--- src/rtl/reg_monitor_7seg.sv ---
// -----------------------------------------------------------------------------
// reg_monitor_7seg
//
// Debug display stage for the CPU register-inspection port. It walks reg_sel
// through the 32 registers, either automatically or one button press at a
// time. It snapshots reg_data and shows the value as 8 hex digits on a
// multiplexed, active-low 7-segment display.
//
// Ports
//   clk        in   1   system clock
//   reset      in   1   asynchronous, active-high reset
//   mode_auto  in   1   1 = auto-step registers, 0 = manual step
//   step_btn   in   1   raw asynchronous push-button, active-high
//   freeze     in   1   1 = hold snapshot and register index
//   reg_sel    out  5   register index to the computer
//   reg_data   in   32  register value (combinational on reg_sel)
//   disp_an    out  8   digit enables, active-low, bit0 = rightmost digit
//   disp_seg   out  8   {dp,g,f,e,d,c,b,a}, active-low
// -----------------------------------------------------------------------------
module reg_monitor_7seg #(
    parameter int SCAN_DIV = 50000,
    parameter int STEP_DIV = 50000000,
    parameter int DB_LEN   = 3
) (
    input  logic        clk,
    input  logic        reset,
    input  logic        mode_auto,
    input  logic        step_btn,
    input  logic        freeze,
    output logic [4:0]  reg_sel,
    input  logic [31:0] reg_data,
    output logic [7:0]  disp_an,
    output logic [7:0]  disp_seg
);

    localparam int SCAN_W = (SCAN_DIV > 1) ? $clog2(SCAN_DIV) : 1;
    localparam int STEP_W = (STEP_DIV > 1) ? $clog2(STEP_DIV) : 1;

    // Step button synchroniser and edge detector
    logic [DB_LEN-1:0] r_sync;
    logic [DB_LEN-1:0] r_fill;
    logic              r_prev;
    logic              r_armed;
    logic              r_step_pulse;

    // r_fill marks when the synchroniser output reflects the real pin after
    // reset. r_armed is only set once a genuine low level has been seen, so a
    // button held through reset never produces a pulse on release.
    always_ff @(posedge clk or posedge reset) begin
        if (reset) begin
            r_sync       <= '0;
            r_fill       <= '0;
            r_prev       <= 1'b0;
            r_armed      <= 1'b0;
            r_step_pulse <= 1'b0;
        end else begin
            r_sync       <= {r_sync[DB_LEN-2:0], step_btn};
            r_fill       <= {r_fill[DB_LEN-2:0], 1'b1};
            r_prev       <= r_sync[DB_LEN-1];
            r_armed      <= r_armed | (r_fill[DB_LEN-1] & ~r_sync[DB_LEN-1]);
            r_step_pulse <= r_armed & r_sync[DB_LEN-1] & ~r_prev;
        end
    end

    // Register index and auto-step timer
    logic [4:0]        r_idx;
    logic [STEP_W-1:0] r_step_cnt;

    always_ff @(posedge clk or posedge reset) begin
        if (reset) begin
            r_idx      <= 5'd0;
            r_step_cnt <= '0;
        end else if (!freeze) begin
            if (!mode_auto) begin
                r_step_cnt <= '0;
                if (r_step_pulse) begin
                    r_idx <= r_idx + 5'd1;
                end
            end else if (r_step_pulse || (r_step_cnt == STEP_W'(STEP_DIV - 1))) begin
                // A button pulse landing on terminal count still gives one step
                r_idx      <= r_idx + 5'd1;
                r_step_cnt <= '0;
            end else begin
                r_step_cnt <= r_step_cnt + STEP_W'(1);
            end
        end
    end

    assign reg_sel = r_idx;

    // Snapshot of the selected register
    logic [31:0] r_snap;

    always_ff @(posedge clk or posedge reset) begin
        if (reset) begin
            r_snap <= 32'd0;
        end else if (!freeze) begin
            r_snap <= reg_data;
        end
    end

    // Digit scan, independent of freeze and mode
    logic [SCAN_W-1:0] r_scan_cnt;
    logic [2:0]        r_digit;

    always_ff @(posedge clk or posedge reset) begin
        if (reset) begin
            r_scan_cnt <= '0;
            r_digit    <= 3'd0;
        end else if (r_scan_cnt == SCAN_W'(SCAN_DIV - 1)) begin
            r_scan_cnt <= '0;
            r_digit    <= r_digit + 3'd1;
        end else begin
            r_scan_cnt <= r_scan_cnt + SCAN_W'(1);
        end
    end

    // Hex font lookup for the nibble of the active digit
    logic [3:0] w_nibble;
    logic [6:0] w_font;
    logic       w_dp;

    assign w_nibble = r_snap[{r_digit, 2'b00} +: 4];
    assign w_dp     = ~((r_digit == 3'd0) & mode_auto);

    always_comb begin
        w_font = 7'h7F;
        case (w_nibble)
            4'h0: w_font = 7'h40;
            4'h1: w_font = 7'h79;
            4'h2: w_font = 7'h24;
            4'h3: w_font = 7'h30;
            4'h4: w_font = 7'h19;
            4'h5: w_font = 7'h12;
            4'h6: w_font = 7'h02;
            4'h7: w_font = 7'h78;
            4'h8: w_font = 7'h00;
            4'h9: w_font = 7'h10;
            4'hA: w_font = 7'h08;
            4'hB: w_font = 7'h03;
            4'hC: w_font = 7'h46;
            4'hD: w_font = 7'h21;
            4'hE: w_font = 7'h06;
            4'hF: w_font = 7'h0E;
            default: w_font = 7'h7F;
        endcase
    end

    // Registered output stage; reset value shows "0" on digit 0, dp off
    logic [7:0] r_an;
    logic [7:0] r_seg;

    always_ff @(posedge clk or posedge reset) begin
        if (reset) begin
            r_an  <= 8'hFE;
            r_seg <= 8'hC0;
        end else begin
            r_an  <= ~(8'b1 << r_digit);
            r_seg <= {w_dp, w_font};
        end
    end

    assign disp_an  = r_an;
    assign disp_seg = r_seg;

endmodule

--- config.mk ---
export PLATFORM = sky130hd
export DESIGN_NAME = reg_monitor_7seg
export DESIGN_NICKNAME = d
export VERILOG_FILES = /design/src/rtl/reg_monitor_7seg.sv
export SDC_FILE = /design/constraint.sdc
export NUM_CORES = 1
export LEC_CHECK = 0
export ABC_AREA = 0
export BUFFER_PORTS_ARGS = -buffer_cell sky130_fd_sc_hd__buf_2
export CELL_PAD_IN_SITES_DETAIL_PLACEMENT = 0
export CELL_PAD_IN_SITES_GLOBAL_PLACEMENT = 2
export CORE_ASPECT_RATIO = 0.7
export CORE_MARGIN = 2
export CORE_UTILIZATION = 36
export CTS_CLUSTER_SIZE = 10
export DETAILED_ROUTE_END_ITERATION = 10
export PLACE_DENSITY_LB_ADDON = 0.3
export RECOVER_POWER = 100
export SLEW_MARGIN = 20
export SYNTH_ARGS = -nofsm -noshare
export SYNTH_HDL_FRONTEND = slang
export SYNTH_SLANG_ARGS = --single-unit
--- constraint.sdc ---
create_clock -name clk -period 3.05 [get_ports clk]
set_input_delay 0.305 -clock clk [delete_from_list [all_inputs] [get_ports clk]]
set_output_delay 0.305 -clock clk [all_outputs]
set_load 0.02 [all_outputs]
==> results of run 1 <==
state kept, by name, indices dropped and copies added, names as in the netlist:
register,count
r_step_cnt,26
r_sync,3
reg_sel,5
disp_seg,8
r_armed,1
r_fill,3
disp_an,8
r_step_pulse,1
r_scan_cnt,16
r_digit,3
r_snap,32
r_prev,1
worst register-to-register path, delay by kind of cell, from the launching register on:
family	cells	cell delay [ns]
AOI/OAI and AO/OA	1	0.22
adders and majority gates	1	0.27
buffers and inverters	1	0.17
DFF	1	0.66
muxes	2	1.00
and+or+nand+nor	1	0.15
routing by layer:
metal  routed length (um)  vias up
met5                    0        -
met4                  109        0
met3                  421       13
met2                 4383       53
met1                 5233     1658
li1                     -     1637
through the flow:
step           utilization  instances  setup WS [ns]
2_1_floorplan            -        416         0.8174
3_3_place_gp        0.4047        659         0.5306
3_5_place_dp        0.4047        659         0.4581
4_1_cts             0.4251        675         0.4456
5_1_grt             0.4203        675         0.2613
6_report            0.4203        675         0.4684
synthesized netlist by cell type, types with 2 or more instances:
cell	n
or3_1	11
and2_1	3
xor2_1	13
a21oi_1	13
nand3_1	17
nor3_1	4
nor2_1	28
or4_1	7
o31ai_1	9
inv_1	14
clkbuf_1	6
ha_1	15
mux4_2	8
nand2_1	25
dfstp_2	9
a21o_1	2
nand2b_1	4
nand4b_1	2
dfrtp_1	98
o21ai_0	9
xnor2_1	16
a311o_1	2
nor4_1	7
nor4b_1	2
buf_1	3
o311ai_0	3
nor2b_1	3
and3_1	5
and4_1	3
mux2i_1	10
mux2_2	38
nand4_1	9
cell type report:
class                           instances  area (um2)  area share
Tap cell                              190       237.7     0.04117
Sequential cell                       107        2689      0.4657
Inverter                               15       57.56    0.009967
Multi-Input combinational cell        282        2211      0.3829
Clock inverter                          6       51.30    0.008884
Clock buffer                           10       229.0     0.03965
Timing Repair Buffer                   65       299.0     0.05179
power by group:
| part | switching, mW | total (mW) | internal (mW) |
|---|---|---|---|
| combinational | 0.202 | 0.360 | 0.158 |
| clock | 0.544 | 1.11 | 0.564 |
| sequential | 0.0569 | 1.57 | 1.51 |
| total | 0.803 | 3.04 | 2.23 |
how the worst min path moves through the flow:
stage               from         to  slack [ns]  cells after the start
2_1_floorplan  r_fill[0]  r_fill[1]        0.33                      0
3_3_place_gp   r_fill[1]  r_fill[2]        0.33                      0
3_5_place_dp   r_fill[0]  r_fill[1]        0.33                      0
4_1_cts         step_btn  r_sync[0]        0.04                      1
5_1_grt         step_btn  r_sync[0]        0.03                      1
6_report        step_btn  r_sync[0]        0.06                      1
cell families (layout without fill, tap and decap cells):
logic type | count (synthesis) | count (layout) | share of synthesized area
flip-flops | 107 | 107 | 0.5363
adder cells (fa/ha/maj) | 15 | 15 | 0.03743
XOR/XNOR | 29 | 29 | 0.05066
buffers and inverters | 27 | 96 | 0.02271
AND/OR/NAND/NOR | 136 | 136 | 0.1497
AO/OA/AOI/OAI | 44 | 44 | 0.05840
other | 1 | 1 | 0.0007480
multiplexers | 57 | 57 | 0.1440
layout by cell type, fill, tap and decap left out, types with 2 or more instances in the layout:
master,n
inv_1,13
o311ai_0,3
and3_1,5
clkbuf_16,9
mux2_2,37
and2_1,2
o31ai_1,9
nor4_1,7
nor2_1,28
nand3_1,17
mux4_2,8
or4_1,7
xnor2_1,16
a311o_1,2
a21o_1,2
a21oi_1,13
nand2b_1,4
buf_2,35
o21ai_0,9
nand4b_1,2
ha_1,15
mux2i_1,10
clkinv_4,4
clkbuf_1,28
nor3_1,4
and4_1,3
or3_1,11
dfstp_2,9
nand4_1,9
nor4b_1,2
buf_4,2
xor2_1,13
dfrtp_1,98
nand2_1,25
nor2b_1,3
==> metrics.txt, run 1 <==
clock skew=about 0.0057 ns; number of routed nets with antenna violations=0; Buf/Inv on CP=1; gr busiest metal=met1; worst-margin pin slew=1.894 ns; fillers=between 1000 and 1500; 1st-iter DRT viols=179; met2 Resource Use GR=0.2037; met1 GRT Util=0.2151; TritonCTS Buffers=9; die area=around 15000 um2; H-tree depth=3; PortBufs=57; Total GRT Usage=0.1435; Initial DRT Pass Iterations=5; fraction of layout cells with a size suffix above 1=0.2351; Mapped Area=5014 um2; Placement Cell Area=about 5600 um2; Area contributors post-synth=dfrtp_1 (49%), mux2_2 (8.5%), dfstp_2 (4.7%), ha_1 (3.7%), mux4_2 (3.6%); Row Count=36; vias per cell=4.979; P per Cell Area=between 500 and 600 nW/um2; largest net degree at the start of global routing=77; final hold slack=roughly 0.057 ns; Crit. Startpoint=r_digit[0]; Worst path slowest cell=dfrtp_1; clock-pin slew on the worst setup and hold paths=0.07 ns; post-CTS sizing=0; CTS tree=yes; hpwl dp=approximately 7 mm; Ys Warns=0; P&R area growth vs syn=15.17%; post-route DRC violation count=0; Die Ht=102.7 um; Seq/Total Area, Yosys=0.5363; syn nets=roughly 470; Tmin final=about 2.6 ns; CP max FO=8; Synth top area share=0.4891; Post-CTS Setup Inserts=0; Hold WC Path Type=input port to register; setup TNS=0 ns; Antenna diodes=0; synthesized area per cell=around 12 um2; FF-to-FF End=disp_seg[0]; Main synth FF type=dfrtp_1; Pins Over Slew Limit=36; Fmax=slightly below 400 MHz; startpoint types=register; Fin. Hold Viols=0; CP endpoint kind=register; r2r setup slk=about 0.47 ns; Root Driver=clkbuf_16; Initial Util=0.3649; Final Setup Violations=0; chip width=145.1 um; Max Root-Sink Buffers=2; post-layout instance area=about 5800 um2; critical path depth=6; crit path capture=disp_seg[0]; Placer Congestion=between 0.7 and 0.8; FF-to-FF Start=r_digit[0]; WS Path Type=register to register; RSZ-0062 raised after global routing=false; Leak=between 2 and 2.5 nW; failing checks=max-capacitance violations, max-slew violations; GRT Residual Overflow=0; met3 usage in global routing=0.04071; initial antenna violation count=0; # Max-Cap Violations=2; first-pass GRT wire length=approximately 17 mm; CP arrival=between 2 and 3 ns; number of flops mapped to enable cells by yosys=0; hold buffers post-CTS=0; Max VDD drop=between 200 and 300 uV; asr flop ratio synth=1.000; WL final=slightly above 10 mm; slowest stage delay, CP=around 0.66 ns; vias=about 3400; IO Pins=58; max_slew headroom=-0.2626; reg2reg path depth=6; fin crit share=0.8464; Placeable Area=between 10000 and 15000 um2; Yosys cell types=50; Post-Synthesis Cells=416; cells along the critical path=mux4_2 -> mux2i_1 -> inv_1 -> ha_1 -> and3_1 -> a211o_1; CP top delay family=multiplexers; nets@finish=~530; Required @ worst endpoint=roughly 3.3 ns; status=finished, violations left; Power Total=slightly above 3 mW; Clock Sinks=107; Yosys reg bits=about 110; latest clock arrival within the worst-skew pair=between 0.3 and 0.4 ns; vias in the first global route=roughly 3200; cell taking the most area after synthesis=dfrtp_1; Routed WL per cell=about 15 um
(Power assumes the default switching activity.)
==> inputs of run 2 (changes only) <==
==> constraint.sdc (replaced) <==
create_clock -name clk -period 2.1 [get_ports clk]
set_input_delay 0.21 -clock clk [delete_from_list [all_inputs] [get_ports clk]]
set_output_delay 0.21 -clock clk [all_outputs]
set_load 0.02 [all_outputs]
==> metrics.txt, run 2 (same netlist as run 1, synthesis figures left out) <==
Largest Register=r_snap; Core Util, Final=0.4393; Placement Cell Area=5731 um2; nets@finish=around 550; Final Setup Violations=0; post-layout instance area=6035 um2; IO Pins=between 50 and 60; H-tree depth=3; Pins Over Slew Limit=0; Die Ht=102.7 um; P_int=~3.3 mW; Routed WL per cell=approximately 15 um; fillers=1301; Tmin final=2.058 ns; sw power=approximately 1.2 mW; Leak=about 2.6 nW; CP max FO=11; Clock Sinks=around 110; chip width=roughly 150 um; clock skew=roughly 0.0057 ns; startpoint types=register; slowest stage delay, CP=0.62 ns; CTS tree=yes; P&R area growth vs syn=20.36%; TritonCTS Buffers=9; Root Driver=clkbuf_16; die area=roughly 15000 um2; commonest cells after routing, fill and taps aside=dfrtp_1 (98), mux2_2 (38), buf_2 (35); Buf/Inv on CP=0; Row Count=36; hpwl dp=7.487 mm; WL met2=roughly 4.7 mm; Flop pwr share=0.508; fin crit share=0.9798; max FFs per register=32; number of routed nets with antenna violations=0; CP top delay family=simple AND/OR/NAND/NOR gates; Required @ worst endpoint=~2.4 ns; Max VDD drop=around 460 uV; WS Path Type=register to register; latest clock arrival within the worst-skew pair=0.35 ns; Max Root-Sink Buffers=2; status=complete, no violations; Placer Congestion=between 0.7 and 0.8; Placeable Area=approximately 14000 um2; P per Cell Area=~740 nW/um2; # Max-Cap Violations=0; Initial Util=0.3649; Clock Power Share=0.365; post-route DRC violation count=0; Comb power frac=0.127; worst-margin pin slew=0.9497 ns; met3 wire length=336 um; DR top layer=met4; first-pass GRT wire length=approximately 18 mm; largest net degree at the start of global routing=a little over 70; Multi-input gate area=2293 um2; max_slew headroom=0.3669; vias per cell=between 4 and 5; clock-pin slew on the worst setup and hold paths=~0.070 ns; 1st-iter DRT viols=136; cells along the critical path=ha_1 -> nand3b_1 -> or4b_4 -> or4_4 -> a21oi_2; sw frac=0.2638; flip-flop and latch area=around 2700 um2; Total GRT Usage=0.1511; Fmax=486.0 MHz; routed metal-1 wire length=5.404 mm; vias=3436; CP arrival=about 2.3 ns; Antenna diodes=0; PortBufs=57; Initial DRT Pass Iterations=4; WL final=approximately 11 mm; fraction of layout cells with a size suffix above 1=0.2937; commonest non-fill, non-tap cell in the layout=dfrtp_1; Worst path slowest cell=or4b_4; RSZ-0062 raised after global routing=true; Power Total=4.489 mW; CP endpoint kind=register; Hold WC Path Type=input port to register; initial antenna violation count=0; vias in the first global route=approximately 3400; Largest regs=r_snap (32), r_step_cnt (26), r_scan_cnt (16); GRT Residual Overflow=0; Fin. Hold Viols=0
==> run 2: cell types whose count changed in the layout (fill, tap and decap cells not counted), sizes merged <==
| cell | previous run | this run |
|---|---|---|
| dlygate4sd3 | 0 | 2 |
| buf | 37 | 52 |
| clkbuf | 38 | 40 |
==> run 2: per-stage QoR <==
step                setup WS [ns]  hold slack (ns)  setup TNS, ns  cells
finish                    0.04248          0.06934              0    694
CTS                      0.003174          0.06527              0    694
floorplan                0.003285           0.2414              0    416
detailed placement       -0.01633           0.3118       -0.01633    675
global placement         -0.02522           0.3107       -0.02522    675
global route             -0.06155          0.06319        -0.3355    694
==> run 2: power groups by stage <==
stage / clock network, mW / registers [mW] / logic, mW
detailed placement: 0 / 2.32 / 0.585
floorplan: 0 / 2.36 / 0.337
global route: 1.80 / 2.30 / 0.630
global placement: 0 / 2.32 / 0.570
finish: 1.64 / 2.28 / 0.568
CTS: 1.71 / 2.28 / 0.591
==> run 2: per-layer routing <==
metal,global-route usage,up-vias
met5,0,-
met4,0.04902,0
met3,0.03540,8
met2,0.2286,51
met1,0.2172,1718
li1,-,1659
==> run 2: path summary, 6_finish.rpt <==
path,slack [ns],from,endpoint,cells past startpoint
worst max-delay path,0.04,r_step_cnt[0],r_step_cnt[18],5
worst min-delay path,0.07,mode_auto,disp_seg[7],2
worst max register to register,0.04,r_step_cnt[0],r_step_cnt[18],5
worst min register to register,0.35,r_fill[1],r_fill[2],0
max in group asynchronous,0.73,reset,r_snap[16],4
min in group asynchronous,0.71,reset,disp_an[0],4
==> run 2: worst register-to-register path: stages, from the launching register on <==
cell      delay [ns]
dfrtp_1         0.39
ha_1            0.19
nand3b_1        0.13
or4b_4          0.62
or4_4           0.51
a21oi_2         0.15
==> run 2: final cells by class <==
| type | count | share of cell area |
|---|---|---|
| clock buffer | 10 | 0.03960 |
| inverter | 15 | 0.009538 |
| clock inverter | 6 | 0.008294 |
| timing repair buffer | 84 | 0.07755 |
| multi-input combinational | 282 | 0.3801 |
| sequential | 107 | 0.4456 |
| tap | 190 | 0.03939 |
==> run 2: repair_timing <==
item	4_1_cts	5_1_grt
endpoints found under the hold margin	35	0
pin swaps	0	4
gates resized for setup	0	21
hold buffers	2	0
setup endpoints to repair	2	20
buffers inserted	1	0
==> inputs of run 3 (changes only) <==
--- a/config.mk
+++ b/config.mk
@@ -10,7 +10,7 @@
 export CELL_PAD_IN_SITES_DETAIL_PLACEMENT = 0
 export CELL_PAD_IN_SITES_GLOBAL_PLACEMENT = 2
 export CORE_ASPECT_RATIO = 0.7
-export CORE_MARGIN = 2
+export CORE_MARGIN = 1.5
 export CORE_UTILIZATION = 36
 export CTS_CLUSTER_SIZE = 10
 export DETAILED_ROUTE_END_ITERATION = 10
==> metrics.txt, run 3 (same netlist as run 1, synthesis figures left out) <==
Max Root-Sink Buffers=2; min-delay src=mode_auto; Max VDD drop=between 500 and 600 uV; Die Ht=101.7 um; clock-pin slew on the worst setup and hold paths=0.08 ns; Placeable Area=between 10000 and 15000 um2; initial antenna violation count=0; Multi-input gate area=around 2300 um2; Placer Congestion=between 0.7 and 0.8; reg2reg path depth=7; Initial DRT Pass Iterations=4; WS Path Type=register to register; status=complete, no violations; largest net degree at the start of global routing=108; die area=~15000 um2; setup TNS=0 ns; Final Setup Violations=0; vias in the first global route=between 3000 and 4000; Tmin final=approximately 2.0 ns; Routed WL per cell=15.39 um; vias per cell=around 5.1; critical path depth=7; Fin. Hold Viols=0; Pins Over Slew Limit=0; startpoint types=register; max FFs per register=32; gr busiest metal=met1; Largest Register=r_snap; Total GRT Usage=0.1559; CP arrival=roughly 2.3 ns; 1st-iter DRT viols=146; Leak=2.564 nW; # Max-Cap Violations=0; met1 GRT Util=0.2336; nets@finish=552; TritonCTS Buffers=9; clock skew=0.007025 ns; Row Count=35; IO Pins=58; hpwl dp=~7.6 mm; FF-to-FF Start=r_digit[0]; GRT Residual Overflow=0; Initial Util=0.3754; Largest regs=r_snap (32), r_step_cnt (26), r_scan_cnt (16); worst-margin pin slew=~1.4 ns; r2r setup slk=between 0.06 and 0.07 ns; cells along the critical path=buf_6 -> mux4_2 -> mux2i_4 -> inv_1 -> ha_4 -> and3_1 -> a211o_1; Fmax=490.8 MHz; CP endpoint kind=register; slowest stage delay, CP=about 0.54 ns; WL final=about 11 mm; RSZ-0062 raised after global routing=false; number of routed nets with antenna violations=0; WHS Path Cells=2; met2 Resource Use GR=0.2238; H-tree depth=3; Clock Sinks=~110; met3 usage in global routing=0.03972; P per Cell Area=between 700 and 800 nW/um2; Worst Hold Path EP=disp_seg[7]; max_slew headroom=0.04324; PortBufs=57; post-route DRC violation count=0; vias=3496; commonest cells after routing, fill and taps aside=dfrtp_1 (98), mux2_2 (38), buf_2 (34); fraction of layout cells with a size suffix above 1=0.2832; Buf/Inv on CP=2; Root Driver=clkbuf_16; latest clock arrival within the worst-skew pair=approximately 0.35 ns; Core Util, Final=0.4522; first-pass GRT wire length=17.41 mm; Hold WC Path Type=input port to register; CTS tree=yes; Required @ worst endpoint=2.33 ns; fin crit share=0.9703; fillers=1261; commonest non-fill, non-tap cell in the layout=dfrtp_1; CP max FO=7; FF-to-FF End=disp_seg[0]; chip width=roughly 140 um; Worst path slowest cell=mux4_2; P&R area growth vs syn=20.46%; Antenna diodes=0; flip-flop and latch area=between 2000 and 3000 um2; CP top delay family=multiplexers
## run 3: cell types whose count changed in the layout (fill, tap and decap cells not counted), sizes merged
cell	change
inv	+5
or4b	+1
clkinvlp	-1
clkbuf	-1
bufinv	+1
clkinv	-4
dlygate4sd3	-1
buf	+1
## run 3: through the flow
step           hold slack, ns  cell area [um2]  power, mW  setup slack, ns  instances
2_1_floorplan          0.2414             5042      2.695         0.003285        416
3_3_place_gp           0.3221             5707      2.885          0.04927        671
3_5_place_dp           0.3280             5707      2.897          0.02583        671
4_1_cts               0.04783             6032      4.714          0.01290        688
5_1_grt               0.07471             6040      4.873         0.001774        690
6_report              0.08151             6040      4.633          0.06246        690
## run 3: power by group
group          switching, mW  leakage [nW]  internal (mW)
registers             0.0864          1.32           2.19
logic                  0.306          1.08          0.253
clock network          0.828         0.157          0.964
total                   1.22          2.56           3.41
## run 3: worst max path at each step
| stage | slack (ns) | to | startpoint |
|---|---|---|---|
| global route | 0.002 | disp_seg[0] | r_digit[0] |
| CTS | 0.01 | disp_seg[0] | r_digit[0] |
| finish | 0.06 | disp_seg[0] | r_digit[0] |
| floorplan | 0.003 | disp_seg[0] | r_digit[0] |
| detailed placement | 0.03 | disp_seg[0] | r_digit[0] |
| global placement | 0.05 | disp_seg[0] | r_digit[0] |
## run 3: timing repair
item,CTS,global route
gates resized for setup,0,15
endpoints found under the setup margin,0,10
hold endpoints to repair,1,0
buffers inserted,0,1
hold buffers,1,0
## run 3: worst reg2reg max path, delay by kind of cell, from the launching register on
family                   cells  cell delay, ns
buffers and inverters        2            0.27
AND/OR/NAND/NOR              1            0.14
AO/OA/AOI/OAI                1            0.22
multiplexers                 2            0.74
adder cells (fa/ha/maj)      1            0.18
flip-flops                   1            0.38
## run 3: cell type report
| cell class | instances | share of cell area |
|---|---|---|
| clock buffers | 9 | 0.03729 |
| well taps | 185 | 0.03833 |
| clock inverters | 7 | 0.01492 |
| multi-input cells | 283 | 0.3789 |
| flip-flops and latches | 107 | 0.4452 |
| inverters | 15 | 0.009944 |
| repair buffers | 84 | 0.07541 |
## run 3: routing by layer
metal  share of wire  wire [um]  vias up
met4          0.0080         85        0
met3           0.039        414        8
met1            0.52       5488     1746
met5               0          0        -
li1                -          -     1682
met2            0.44       4628       60
